===== config.mk =====
export PLATFORM = sky130hd
export DESIGN_NAME = itof
export DESIGN_NICKNAME = d
export VERILOG_FILES = /design/src/rtl/itof.sv
export SDC_FILE = /design/constraint.sdc
export NUM_CORES = 1
export LEC_CHECK = 0
export ABC_AREA = 0
export BUFFER_PORTS_ARGS = -buffer_cell sky130_fd_sc_hd__buf_2
export CAP_MARGIN = 20
export CORE_UTILIZATION = 45
export CTS_CLUSTER_DIAMETER = 100
export DETAILED_ROUTE_END_ITERATION = 6
export GPL_ROUTABILITY_DRIVEN = 0
export PLACE_DENSITY = 0.63
export SLEW_MARGIN = 30
export SYNTH_ARGS = -nofsm -noshare
export SYNTH_HDL_FRONTEND = slang
export SYNTH_SLANG_ARGS = --single-unit

===== constraint.sdc =====
create_clock -name sys_clk -period 4.93 [get_ports sys_clk]
set_clock_uncertainty 0.1 [all_clocks]
set_input_delay 1.479 -clock sys_clk [delete_from_list [all_inputs] [get_ports sys_clk]]
set_output_delay 1.479 -clock sys_clk [all_outputs]
set_load 0.02 [all_outputs]

===== src/rtl/itof.sv =====
// Two-stage signed 32-bit integer to IEEE-754 single converter with a shared hold.
// Stage 1 takes |x| and its leading-zero count; stage 2 normalises, rounds and packs.
module itof #(
  parameter bit TIE_EVEN = 1'b0
) (
  input  logic        sys_clk,
  input  logic        rstn,
  input  logic        stage1_valid,
  input  logic [31:0] x,
  input  logic        stall,
  output logic [31:0] y,
  output logic        out_valid
);

  localparam int STAGES = 2;

  typedef struct packed {
    logic        sign;
    logic [31:0] mag;
    logic [5:0]  lz;
  } s1_t;

  typedef struct packed {
    logic        sign;
    logic [7:0]  exp;
    logic [22:0] frac;
  } f32_t;

  // Highest set bit wins because the scan runs upward; 32 when v is zero.
  function automatic logic [5:0] lzc32(input logic [31:0] v);
    logic [5:0] n;
    n = 6'd32;
    for (int i = 0; i < 32; i++)
      if (v[i]) n = 6'(31 - i);
    return n;
  endfunction

  s1_t               s1_d, s1_q;
  logic [STAGES:1]   vld_pipe;
  logic [31:0]       mag;

  // -x wraps for 0x80000000, which is exactly the magnitude wanted.
  always_comb begin
    mag       = x[31] ? (~x + 32'd1) : x;
    s1_d.sign = x[31];
    s1_d.mag  = mag;
    s1_d.lz   = lzc32(mag);
  end

  logic [31:0] norm;
  logic [7:0]  e_base;
  logic        g, st, rnd;
  logic [30:0] packed_mag;
  f32_t        res;

  // Adding the round bit into {exp, frac} lets a mantissa carry bump the
  // exponent and clear frac in one step.
  always_comb begin
    norm       = s1_q.mag << s1_q.lz;
    e_base     = 8'd158 - {2'b00, s1_q.lz};
    g          = norm[7];
    st         = |norm[6:0];
    if (TIE_EVEN) rnd = g & (st | norm[8]);
    else          rnd = g;
    packed_mag = {e_base, norm[30:8]} + {30'd0, rnd};
    res        = '0;
    if (norm[31]) begin
      res.sign = s1_q.sign;
      res.exp  = packed_mag[30:23];
      res.frac = packed_mag[22:0];
    end
  end

  always_ff @(posedge sys_clk) begin
    if (!rstn) begin
      vld_pipe <= '0;
      y        <= '0;
    end else if (!stall) begin
      vld_pipe <= {vld_pipe[STAGES-1:1], stage1_valid};
      y        <= res;
    end
  end

  always_ff @(posedge sys_clk) begin
    if (!stall) s1_q <= s1_d;
  end

  assign out_valid = vld_pipe[STAGES];

endmodule


Word level (Yosys, flattened, before mapping)
Index checks and enable logic that the tools add are counted.

operators by class
  $add $sub $neg = 3
  $mul = 0
  div/mod/pow operators = 0
  magnitude comparators = 0
  equality and inequality tests = 0
  shifts and indexed selects = 1
  multiplexer cells = 33
  bitwise gates (word level) = 1
  reductions and logical operators = 5

operators by type and width
  kind                   count
  $mux 5                 15
  $mux 32                2
  $add 32x1->32 const B  1
  $mux 4                 8
  $not 32->32            1
  $shl 32x6->32          1
  $add 31x1->31          1
  $reduce_or 31->1       1
  $reduce_or 16->1       1
  $mux 3                 4
  $reduce_or 8->1        1
  $sub 8x6->8 const A    1
  $mux 6                 1
  $mux 2                 2
  $reduce_or 4->1        1
  $reduce_or 2->1        1
  $mux 1                 1

storage, ports and cells
  flip-flop bits (word level) = 73
  bits in latches = 0
  memory bits (writable) = 0
  bits in read-only memories = 0
  logic and storage cells = 53
  memories = 0

Logic depth before layout (Yosys ltp)
  word-level depth = 34
  mapped depth = 14
  gate-level depth less buffers = 11

Worst setup path before layout
Ideal clock, no wire load.

  path kind = input to register
  from = input port x[11]
  to = register s1_q[0] in the netlist's numbering (data pin)
  data arrival time = 3707 ps
  setup slack = 859 ps
  stages on the path = 10
  path buffers = 2
  cell sequence = or4_4 or3_1 buf_2 or4_4 buf_6 o21ai_0 nand2_1 o2bb2ai_1 a211oi_1 a21oi_1

on the way
  cells in the longest elaborated chain, start to end = 23

RTL lines
  what                    line  RTL
  start: declaration      9     input logic [31:0] x,
  $not 32->32             44    mag = x[31] ? (~x + 32'd1) : x;
  $add 32x1->32           44
  $mux 32 (*)             44
  $mux 5 (5 in series)    34    if (v[i]) n = 6'(31 - i);
  $mux 4 (8 in series)    34
  $mux 3 (4 in series)    34
  $mux 2 (2 in series)    34
  $mux 1                  34
  end signal: assignment  85    if (!stall) s1_q <= s1_d;
  end: declaration        38    s1_t s1_d, s1_q;

Mark *: on every way between the ends. The rest lies on a longest branch, timed or not.
A chain may end at the register's enable or synchronous reset.

Worst setup path after layout
  from = input port x[11]
  to = register s1_q[4] in the netlist's numbering (data pin)

on the way
  cells in the longest elaborated chain, start to end = 8

RTL lines
  what                  line
  $not 32->32           44
  $add 32x1->32         44
  $mux 32 (*)           44
  $mux 5 (5 in series)  34

Marked as above.

==> flow_summary_export.csv <==
group,metric,value,unit
status,outcome,"finished with violations",
status,violations,"design-rule violations",
worst_hold_path,whs_path_depth,2,
synthesis,syn_inst,748,
synthesis,netlist_area,6953,sq um
routing,drt_wl_total,17720,microns
grt,antenna_found_initial,0,
power_and_ir_drop,finalPower,2.087,mW
synthesis,synth_common_cells,"68 x nand2_1, 55 x nor2_1, 39 x edfxtp_1",
clocking,clock_latency,340,ps
floorplan,io_pins,69,
setup_path,path_buf_inv,1,
grt,overflow,0,
finish,area_growth_syn_to_layout,8.890,%
place,dp_hpwl,13530,microns
power_and_ir_drop,ir_worst_vdd,0.0001550,V
setup_path,cp_num_cells,9,
sta,fmax,236.4,MHz
sta,setup_slack,700.5,ps
power_and_ir_drop,intPower,1.387,mW
floorplan,die_area,15950,sq um
place,place_area,7284,sq um
synthesis,synth_nets,789,
power_and_ir_drop,power_frac_comb,33.4,%
floorplan,die-width,126.3,microns
sta,grt_setup_unrepaired,"no",
setup_path,crit_family,"simple AND/OR/NAND/NOR gates",
routing,drc_errors,2,
grt,grt_usage,22.66,%
synthesis,synth_cell_types,85,
sta,fin_crit_sh,85.79,%
clocking,cts_tree,"done",
synthesis,synth_top_area_share,16.84,%
grt,grt_pass1_wl,29500,microns
synthesis,async_flop_share,0,%
synthesis,ys_warn_count,0,
routing,post_drt_wl_per_cell,18.12,microns
routing,dr.pass1.iters,7,
sta,fin_crit,4229,ps
clocking,cts_inserted_buffers,9,
power_and_ir_drop,switching_share,33.56,%
finish,fin_nets,826,
grt,grt_max_degree,54,
setup_path,cp_cell_sequence,"buf_2, or4_4, or3_1, nor4_2, a21boi_0, o32ai_1, nand3_1, nor3_1, nor2b_1",
floorplan,start_util,45.91,%
finish,fin_area,7571,sq um
routing,drtIter0Drc,481,
worst_hold_path,hp-class,"flip-flop to flip-flop",
setup_path,path_max_fanout,16,
power_and_ir_drop,p_clk_share,30.4,%
clocking,cts_resized,0,
setup_path,criticalPathCategory,"input pin to flip-flop",
flow_run,drv_cap,0,
synthesis,ys_ff_latch,73,
finish,drive_gt1_share,23.54,%
routing,routed_via_density,6.253,
routing,dr_total_vias,6115,
synthesis,ys_seq_area_share,26.63,%
power_and_ir_drop,p_sw,700.3,uW
floorplan,die_h,126.3,microns
synthesis,synth_ff_type,"edfxtp_1",
sta,maxSlewViolCount,0,
clocking,post-cts-setup-buffers,0,
setup_path,cp.required,5030,ps
power_and_ir_drop,power_frac_seq,36.2,%
place,dpl_worst_slack,425.1,ps
sta,setup_tns,0,ps
clocking,clock-sinks,73,
power_and_ir_drop,leakagePower,2.706,nW
setup_path,cp.arrival,4330,ps
power_and_ir_drop,power_density,275.6,nW/um^2
synthesis,syn_avg_cell_area,9.295,sq um
setup_path,crit_path_max_incr_delay,590,ps
floorplan,row_count,45,
synthesis,yosysMostFrequentCell,"nand2_1",
clocking,hold_buffers,0,
sta,finalHoldViolations,0,
grt,grt_pass1_vias,5872,
synthesis,yosys-top-cells-area,"edfxtp_1 17%, mux4_2 12%, dfxtp_1 9.8%, xnor2_1 4.8%, nand2_1 3.7%",
clocking,root_buffer,"clkbuf_16",
routing,drtAntennaViolNets,0,
clocking,clk_pin_slew,60,ps
synthesis,yosysTopAreaCell,"edfxtp_1",
setup_path,r2r_cells,10,
floorplan,core,15150,sq um
clocking,clk_path_buf_depth,2,
synthesis,synth_edf_count,39,
clocking,h-tree-depth,3,
finish,n_antenna_cell,0,
sta,relSlewSlack,38.88,%
setup_path,crit_slowest_cell,"or3_1",
sta,max_slew.worst_pin.slew,916.7,ps
setup_path,start_kind,"input pin",
place,io_buffer_count,68,
setup_path,cp-end-kind,"flip-flop",
sta,setup_viol,0,
## placed cells by master, fill, tap and decap left out, drive strengths merged, types with 9 or more instances in the layout
cell type  instances
edfxtp            39
o31ai             18
a31oi             10
mux4              38
nor2              55
a21oi             18
clkbuf            13
xor2              14
mux2              22
buf               79
nand2             68
nor2b             18
o21ai             41
o41ai             10
a22oi             15
mux2i             24
xnor2             38
nand2b            10
dfxtp             34
nor4              14
nand3             22
nor3              28
o211ai             9
inv               24
## path summary, 6_finish.rpt
path / startpoint / endpoint / slack (ps)
min reg2reg: y[16] / y[16] / 340
max: x[11] / s1_q[4] / 700
max reg2reg: s1_q[0] / y[25] / 910
min: y[16] / y[16] / 340
## worst reg2reg max path, stage by stage (launching register included)
cell	delay, ps
edfxtp_1	870
buf_4	450
mux2i_1	200
mux4_2	490
mux4_2	520
nor3_1	150
buf_4	210
nand2_1	430
nor3_1	370
a21oi_1	80
nand3_1	110
## sequential cells by signal, summed over array words and instances (netlist names)
register and count:
y 32, vld_pipe 2, s1_q 39
## layer usage
metal  global-route usage, %  part of all wire, %
met1                   30.25                   45
met2                   36.95                   46
met3                   2.995                  5.7
met4                   9.851                  2.7
met5                       0                    0
## power by group through the flow
stage                     Combinational [mW]  Clock (mW)  Sequential, mW
after global placement                 0.673           0           0.762
after global routing                   0.755       0.664           0.762
after detailed placement               0.685           0           0.767
after floorplan                        0.552           0           0.745
after CTS                              0.689       0.643           0.754
final                                  0.697       0.635           0.755
## per-stage QoR
step	util [%]	instances	hold slack [ps]
floorplan	-	748	377.1
global placement	48.10	962	330.9
detailed placement	48.10	962	337.0
CTS	49.99	978	345.1
global route	49.99	978	365.5
finish	49.99	978	341.6
## cells by family after synthesis
logic type      count (synthesis)  share of synthesized area (%)
simple gates                  271                          21.45
compound gates                184                          18.88
mux                            84                          19.49
buf+inv                        79                          6.100
flops                          73                          26.63
xor+xnor                       52                          6.550
fa+ha+maj                       5                         0.8998
## cell type report
class                      count  area [sq um]
clock buffer                  13         271.5
clock inverter                 3         15.01
timing repair buffer          79         422.9
sequential                    73          1852
multi-input combinational    596          4677
inverter                      26         97.59
tap                          188         235.2
fill                        1429          7575
No activity file was read; power rests on OpenSTA's default activity.
